File: config.mk
export PLATFORM = sky130hd
export DESIGN_NAME = pipeline_controller
export DESIGN_NICKNAME = d
export VERILOG_FILES = /design/src/rtl/pipeline_controller_pkg.sv /design/src/rtl/pipeline_controller_hazard_detector.sv /design/src/rtl/pipeline_controller.sv
export SDC_FILE = /design/constraint.sdc
export NUM_CORES = 1
export LEC_CHECK = 0
export BUFFER_PORTS_ARGS = -buffer_cell sky130_fd_sc_hd__buf_2
export CORE_MARGIN = 2
export CORE_UTILIZATION = 25
export DETAILED_ROUTE_END_ITERATION = 8
export MAX_ROUTING_LAYER = met4
export SYNTH_ARGS = -nofsm -noshare
export SYNTH_HDL_FRONTEND = slang
export SYNTH_HIERARCHICAL = 1
export SYNTH_SLANG_ARGS = --single-unit
File: constraint.sdc
create_clock -name clk -period 3.23 [get_ports clk]
set_input_delay 0.323 -clock clk [delete_from_list [all_inputs] [get_ports clk]]
set_output_delay 0.323 -clock clk [all_outputs]
set_load 0.01 [all_outputs]
File: src/rtl/pipeline_controller_pkg.sv
// ---------------------------------------------------------------------------
// pipeline_controller_pkg : shared widths and controller state encodings
// Revision: 1.0 - initial release
// ---------------------------------------------------------------------------
`default_nettype none

package pipeline_controller_pkg;

  localparam int INSTRUCTION_LEN     = 32;
  localparam int EXECUTE_COMMAND_LEN = 4;
  localparam int REG_ADDR_LEN        = 4;

  typedef enum logic [1:0] {
    ST_RUN      = 2'd0,
    ST_MEM_WAIT = 2'd1,
    ST_TIMEOUT  = 2'd2
  } ctrl_state_e;

endpackage

`default_nettype wire

File: src/rtl/pipeline_controller_hazard_detector.sv
// ---------------------------------------------------------------------------
// hazard_detector : load-use hazard between the ID and EX instructions
// Revision: 1.0 - initial release
// ---------------------------------------------------------------------------
`default_nettype none

module hazard_detector
  import pipeline_controller_pkg::*;
(
  input  logic                    id_valid,
  input  logic [REG_ADDR_LEN-1:0] id_src1,
  input  logic [REG_ADDR_LEN-1:0] id_src2,
  input  logic                    id_two_src,
  input  logic [REG_ADDR_LEN-1:0] ex_dest,
  input  logic                    ex_mem_read,
  output logic                    hazard
);

  // Register 0 is deliberately treated like any other register.
  assign hazard = id_valid & ex_mem_read &
                  ((id_src1 == ex_dest) | (id_two_src & (id_src2 == ex_dest)));

endmodule

`default_nettype wire

File: src/rtl/pipeline_controller.sv
// ---------------------------------------------------------------------------
// pipeline_controller : stall/flush control with memory-wait FSM and timeout
// Revision: 1.0 - initial release
// ---------------------------------------------------------------------------
`default_nettype none

module pipeline_controller
  import pipeline_controller_pkg::*;
#(
  parameter int unsigned MEM_TIMEOUT = 255
) (
  input  logic                    clk,
  input  logic                    rst,
  input  logic                    id_valid,
  input  logic [REG_ADDR_LEN-1:0] id_src1,
  input  logic [REG_ADDR_LEN-1:0] id_src2,
  input  logic                    id_two_src,
  input  logic [REG_ADDR_LEN-1:0] ex_dest,
  input  logic                    ex_mem_read,
  input  logic                    branch_taken,
  input  logic                    mem_req,
  input  logic                    mem_ready,
  output logic                    pc_enable,
  output logic                    if_id_enable,
  output logic                    id_ex_enable,
  output logic                    ex_mem_enable,
  output logic                    mem_wb_enable,
  output logic                    if_id_flush,
  output logic                    id_ex_flush,
  output logic                    mem_timeout,
  output logic [15:0]             stall_cycles,
  output logic [1:0]              state
);

  localparam int CNT_W = ($clog2(MEM_TIMEOUT) > 8) ? $clog2(MEM_TIMEOUT) : 8;
  localparam logic [CNT_W-1:0] CNT_LAST = CNT_W'(MEM_TIMEOUT - 1);

  ctrl_state_e      state_q;
  logic [CNT_W-1:0] wait_cnt;
  logic [15:0]      stall_q;
  logic             hazard;
  logic             freeze;

  hazard_detector u_hazard_detector (
    .id_valid    (id_valid),
    .id_src1     (id_src1),
    .id_src2     (id_src2),
    .id_two_src  (id_two_src),
    .ex_dest     (ex_dest),
    .ex_mem_read (ex_mem_read),
    .hazard      (hazard)
  );

  assign freeze = ((state_q == ST_RUN) & mem_req & ~mem_ready) |
                  ((state_q == ST_MEM_WAIT) & ~mem_ready) |
                  (state_q == ST_TIMEOUT);

  // Priority: reset bubble, then memory freeze, then branch flush, then load-use stall.
  always_comb begin
    pc_enable     = 1'b1;
    if_id_enable  = 1'b1;
    id_ex_enable  = 1'b1;
    ex_mem_enable = 1'b1;
    mem_wb_enable = 1'b1;
    if_id_flush   = 1'b0;
    id_ex_flush   = 1'b0;
    if (rst) begin
      {pc_enable, if_id_enable, id_ex_enable, ex_mem_enable, mem_wb_enable} = 5'b0;
      if_id_flush = 1'b1;
      id_ex_flush = 1'b1;
    end else if (freeze) begin
      {pc_enable, if_id_enable, id_ex_enable, ex_mem_enable, mem_wb_enable} = 5'b0;
    end else if (branch_taken) begin
      if_id_flush = 1'b1;
      id_ex_flush = 1'b1;
    end else if (hazard) begin
      pc_enable    = 1'b0;
      if_id_enable = 1'b0;
      id_ex_flush  = 1'b1;
    end
  end

  always_ff @(posedge clk) begin
    if (rst) begin
      state_q  <= ST_RUN;
      wait_cnt <= '0;
      stall_q  <= 16'd0;
    end else begin
      if (!pc_enable && (stall_q != 16'hFFFF)) begin
        stall_q <= stall_q + 16'd1;
      end
      case (state_q)
        ST_RUN: begin
          if (mem_req && !mem_ready) begin
            state_q  <= ST_MEM_WAIT;
            wait_cnt <= '0;
          end
        end
        ST_MEM_WAIT: begin
          if (mem_ready) begin
            state_q <= ST_RUN;
          end else if (wait_cnt == CNT_LAST) begin
            state_q <= ST_TIMEOUT;
          end else begin
            wait_cnt <= wait_cnt + CNT_W'(1);
          end
        end
        ST_TIMEOUT: state_q <= ST_TIMEOUT;
        default:    state_q <= ST_RUN;
      endcase
    end
  end

  assign mem_timeout  = (state_q == ST_TIMEOUT);
  assign stall_cycles = stall_q;
  assign state        = state_q;

endmodule

`default_nettype wire

==> results of run 1 <==
==> how the worst max path moves through the flow <==
stage               start                to  slack [ns]  cells past startpoint
2_1_floorplan  id_src1[0]   stall_cycles[1]        1.13                     10
3_3_place_gp   ex_dest[1]  stall_cycles[13]        0.88                      9
3_5_place_dp   ex_dest[0]  stall_cycles[13]        0.85                     10
4_1_cts        ex_dest[0]      if_id_enable        0.98                      9
5_1_grt        ex_dest[1]      if_id_enable        0.87                      9
6_report       ex_dest[0]      if_id_enable        1.01                      9
==> cell families after synthesis <==
kind of cell / Yosys count
simple gates: 80
flops: 26
xor+xnor: 24
compound gates: 21
buf+inv: 16
mux: 5
fa+ha+maj: 3
==> placed cells by master (no fill, tap or decap), types with 3 or more instances in the layout <==
cell type   n
nand4_1     6
inv_1       8
a211oi_1    3
mux2_1      3
nand2_1    10
nand3_1     7
a21oi_1     3
dfxtp_1    26
nor4_1      5
buf_2      45
nor2b_1     5
nor3_1      3
nor2_1     30
ha_1        3
xnor2_1    15
xor2_1      9
clkbuf_8    3
==> worst max-delay path: cells and delay by family <==
kind / cells / cell delay, ns
AO/OA/AOI/OAI: 2 / 0.57
buffers and inverters: 3 / 0.53
AND/OR/NAND/NOR: 3 / 0.32
XOR/XNOR: 1 / 0.15
==> synth_stat cells <==
library cell / number
o21bai_1: 2
a311oi_1: 1
xor2_1: 9
buf_4: 3
a21o_1: 1
a31o_1: 1
nand3_1: 7
o21ai_0: 1
ha_1: 3
o21ai_1: 1
a2111oi_4: 1
nand2b_1: 1
a21bo_1: 1
nor2_1: 30
o41ai_2: 1
nor4_1: 5
xnor2_1: 15
or2_1: 2
nand4_1: 6
a211oi_1: 3
nand2_1: 10
nand3b_1: 1
and4_1: 2
nor3b_1: 1
and3_1: 2
buf_2: 1
a21oi_1: 3
nor3_1: 3
nor2b_1: 5
dfxtp_1: 26
a2111oi_2: 1
inv_1: 8
a2111oi_0: 2
a31o_2: 1
buf_1: 1
nor4b_1: 1
mux2i_1: 2
and4_4: 2
buf_6: 1
a2111o_1: 1
and2_1: 2
clkbuf_1: 2
mux2_1: 3
==> power groups by stage <==
stage	logic (mW)	clock network (mW)	registers [mW]
after floorplan	0.0520	0	0.344
after global placement	0.0840	0	0.343
after detailed placement	0.0845	0	0.344
after CTS	0.0848	0.188	0.336
after global routing	0.0944	0.206	0.338
final	0.0837	0.180	0.336
==> layer usage <==
metal	track usage [%]	vias to the layer above	part of all wire (%)
li1	-	690	-
met1	12.5	565	47
met2	18.0	17	48
met3	3.41	4	3.5
met4	3.05	0	1.3
met5	-	-	0
==> flip-flops by register name (all words and copies together) (netlist names) <==
signal	cells
wait_cnt	8
state	2
stall_cycles	16
==> cell type report <==
type | instances | area [um2] | area share, %
clock buffers | 3 | 41.3 | 2.26
multi-input cells | 133 | 903 | 49.4
inverters | 8 | 30.0 | 1.64
repair buffers | 47 | 240 | 13.1
well taps | 75 | 93.8 | 5.13
flip-flops and latches | 26 | 520 | 28.5
==> flow_summary.ini, run 1 <==
[status]
status = finished clean

[clock_network]
clk_path_buf_depth = 2
cts_tree = built
cts-root-buf = clkbuf_8
post_cts_buffers = 0
clk_pin_slew_ns = 0.08
h-tree-depth = 1
cts_sinks = 26
numCtsBuffers = 3
cts_resized = 0
cts_hold_buf = 0
insertion_delay_ns = 0.27

[timing]
tightest_slew_ns = 0.666
final.setup.tns_ns = 0
hold_violations = 0
fin_crit_ns = 2.22
worst_slack_ns = 1.01
max_freq_mhz = 451
slew_viol_final = 0
setup_violations = 0
holdWs_ns = 0.412
slew_headroom_pct = 55.3
post-route-period-util_pct = 68.7
fin_skew_ns = 0.00388
rsz0062_at_grt = false

[power]
power_mw = 0.600
p_per_area_nw_per_um2 = 328
leakagePower_nw = 0.734
pwr-share-clk_pct = 30.1
p_int_mw = 0.448
combPwrFrac_pct = 14.0
power.share.switching_pct = 25.3
power.switching_mw = 0.151
power_frac_seq_pct = 56.0
ir_drop_mv = 0.184

[die]
die_h_um = 81.6
io_pins = 46
core_um2 = 5850
die-area_um2 = 6650
start_util_pct = 25.7
row_count = 28
die_x_um = 81.6

[detailed_routing]
routed_via_density = 4.37
vias = 1276
dr.pass1.iters = 3
drc_errors = 0
drtIter0Drc = 55
routedWlPerCell_um = 10.7
final_antenna_net_count = 0
finalWirelength_mm = 3.14

[synth]
yosysSeqAreaShare_pct = 34.6
netlist_instances = 175
synth_area_per_cell_um2 = 8.59
synth_area_leader_cell = dfxtp_1
netlist_area_um2 = 1500
ys_seq_elements = 26
synth_top_family_by_area = simple AND/OR/NAND/NOR gates
synth_area_leaders = dfxtp_1 35%, xnor2_1 8.7%, nor2_1 7.5%
yosys.area_share.simple_pct = 27.1
synth-xor-area-share_pct = 14.0
synthMuxAreaShare_pct = 3.58
synth-adder-area-share_pct = 2.50
synth_top_area_share_pct = 34.6
ys_warn_count = 6
synth_cell_type_count = 43
postSynthNetCount = 198
synth_compound_area_share_pct = 12.9

[setup_path]
r2r_slack_ns = 1.31
cp.arrival_ns = 1.90
crit_fanout = 12
slowest_stage = a2111oi_2
worstReg2RegStart = stall_cycles[14]
cp_common_cell = buf_2
end_kind = output pin
start_kind = input port
critical_path.cell_chain = buf_2, xor2_1, nor3_1, nand4_1, o41ai_2, nor2b_1, a2111oi_2, buf_4, buf_2
r2r_end = stall_cycles[13]
max_stage_delay_ns = 0.49
cp_data_required_time_ns = 2.91
path_class = in -> out
reg2regPathDepth = 5

[place]
numPlacedInstances = 289
dpl_cell_area_um2 = 1790
gp_congestion = 0.838
post-place-ws_ns = 0.847
dp_hpwl_mm = 2.43
portBuffers = 45

[global_routing]
grt_pass1_vias = 1201
grt_use_total_pct = 10.8
grt_pass1_wl_mm = 5.44
grt-ovfl-total = 0
antenna_found_initial = 0
grt_max_degree = 28

[cells_and_area]
fill_cells = 623
area.growth.synth_to_final_pct = 21.6
diodes = 0
drive_gt1_share_pct = 25.8
nNetsFinal = 242
fin_cells = 292
stdcell_area_um2 = 1830
utilization_pct = 31.3

[run]
max_cap_violations = 0

[min_path]
hold_depth = 4
hold_path_class = in -> reg
hold_start = mem_ready
min_to = state[1]
(Power assumes the default switching activity.)
==> run 2, diff against run 1 <==
==> constraint.sdc (replaced) <==
create_clock -name clk -period 1.8 [get_ports clk]
set_input_delay 0.18 -clock clk [delete_from_list [all_inputs] [get_ports clk]]
set_output_delay 0.18 -clock clk [all_outputs]
set_load 0.01 [all_outputs]
==> run 2 against run 1 <==
Against the previous run:
- the flow now finishes with violations (setup timing)
- non-clock buffer count increased by 29
- setup slack got worse by 1.1 ns
- die area unchanged
- largest cell class unchanged
- largest power group unchanged
- highest routed layer unchanged
==> flow_summary.ini, run 2 (synthesis gave the netlist of run 1 again) <==
[setup_path]
slowest_stage = a2111oi_4
reg2regPathDepth = 6
critical_path_buf_inv_count = 2
r2r_slack_ns = -0.05
crit_fanout = 5
cp-startpoint = state[0]
r2r_end = stall_cycles[1]
max_stage_delay_ns = 0.55
path_depth = 4
start_kind = flop
critical_path.cell_chain = or2_4, a2111oi_4, buf_4, buf_6
worstReg2RegStart = state[0]
path_class = reg -> out
end_kind = output pin
cp-endpoint = if_id_enable
cpLargestDelayFamily = compound AO/OA/AOI/OAI gates
cp_data_required_time_ns = 1.62
cp.arrival_ns = 1.74

[cells_and_area]
nNetsFinal = 271
stdcell_area_um2 = 2260
drive_gt1_share_pct = 44.1
largest_reg_flops = 16
layout_common_cells = 37 x buf_2, 30 x nor2_1, 30 x buf_4
diodes = 0
fill_cells = 580
fin_cells = 322
final_common_cell = buf_2
area.growth.synth_to_final_pct = 50.6

[global_routing]
grt_max_degree = 27
grt-ovfl-total = 0
grt_pass1_wl_mm = 5.98
grt_pass1_vias = 1329
antenna_found_initial = 0
grt_use_total_pct = 11.8

[die]
die-area_um2 = 6650
io_pins = 46
start_util_pct = 25.7
row_count = 28
die_x_um = 81.6
core_um2 = 5850
die_h_um = 81.6

[timing]
hold_violations = 0
rsz0062_at_grt = true
setup_violations = 9
max_freq_mhz = 521
worst_slack_ns = -0.118
slew_headroom_pct = 66.4
tightest_slew_ns = 0.504
fin_skew_ns = 0.000837
fin_crit_ns = 1.92
slew_viol_final = 0
post-route-period-util_pct = 107
holdWs_ns = 0.349

[detailed_routing]
dr.pass1.iters = 4
final_antenna_net_count = 0
highest_layer = met4
wl_met2_mm = 1.84
routed_via_density = 4.51
drtIter0Drc = 72
routedWlPerCell_um = 12.0
drc_errors = 0
wirelength_met1_mm = 1.78
dr_wl_met3_um = 222
vias = 1453
finalWirelength_mm = 3.88

[clock_network]
cts_tree = built
insertion_delay_ns = 0.27
numCtsBuffers = 3
clk_pin_slew_ns = 0.09
clk_path_buf_depth = 2
cts_sinks = 26
cts-root-buf = clkbuf_8
h-tree-depth = 1

[status]
status = complete, but fails checks
failed_checks = setup timing

[power]
ir_drop_mv = 0.337
power_mw = 1.20
p_per_area_nw_per_um2 = 531
leakagePower_nw = 0.932

[place]
post-place-ws_ns = -0.500
gp_congestion = 0.784
portBuffers = 45
dpl_cell_area_um2 = 2010
dp_hpwl_mm = 2.92
numPlacedInstances = 315

[min_path]
hold_start = mem_ready
hold_path_class = in -> reg

[run]
max_cap_violations = 0
-- run 2: per-stage QoR --
step           TNS (ns)  utilization, %
6_report         -0.411            38.7
5_1_grt           -1.54            38.7
4_1_cts          -0.612            36.8
3_5_place_dp      -5.38            34.3
3_3_place_gp      -4.58            34.3
2_1_floorplan    -0.214               -
-- run 2: power breakdown --
group / internal (mW) / switching [mW] / leakage, nW / total (mW)
registers: 0.587 / 0.0128 / 0.212 / 0.600
clock network: 0.196 / 0.192 / 0.0288 / 0.387
logic: 0.110 / 0.106 / 0.691 / 0.216
total: 0.893 / 0.310 / 0.932 / 1.20
-- run 2: worst register-to-register path, cell delays in order (launching register included) --
cell	delay [ns]
dfxtp_2	0.34
or2_4	0.25
a2111oi_4	0.55
buf_4	0.22
a21o_1	0.13
mux2i_1	0.21
nor2_1	0.05
-- run 2: final cells by class --
class | instances | area, um2 | area share (%)
well taps | 75 | 93.8 | 4.14
repair buffers | 76 | 512 | 22.6
multi-input cells | 133 | 1050 | 46.4
inverters | 8 | 30.0 | 1.33
clock buffers | 4 | 55.1 | 2.43
flip-flops and latches | 26 | 524 | 23.1
-- run 2: worst min path at each step --
stage               cells after the start          end  slack, ns
floorplan                               3     state[1]       0.44
global placement                        2  wait_cnt[5]       0.50
detailed placement                      2  wait_cnt[7]       0.50
CTS                                     5     state[1]       0.35
global route                            3  wait_cnt[3]       0.39
finish                                  5     state[1]       0.35
-- run 2: timing repair --
item	in CTS	in global routing
pin swaps	8	13
hold endpoints to repair	0	0
hold buffers	0	0
buffers inserted	6	3
endpoints found under the setup margin	11	19
resized for setup	13	20
-- run 2: layer usage --
metal / vias to the layer above / GRT usage (%)
met3: 2 / 1.76
met4: 0 / 5.42
met1: 668 / 14.5
met5: - / -
met2: 30 / 19.2
li1: 753 / -
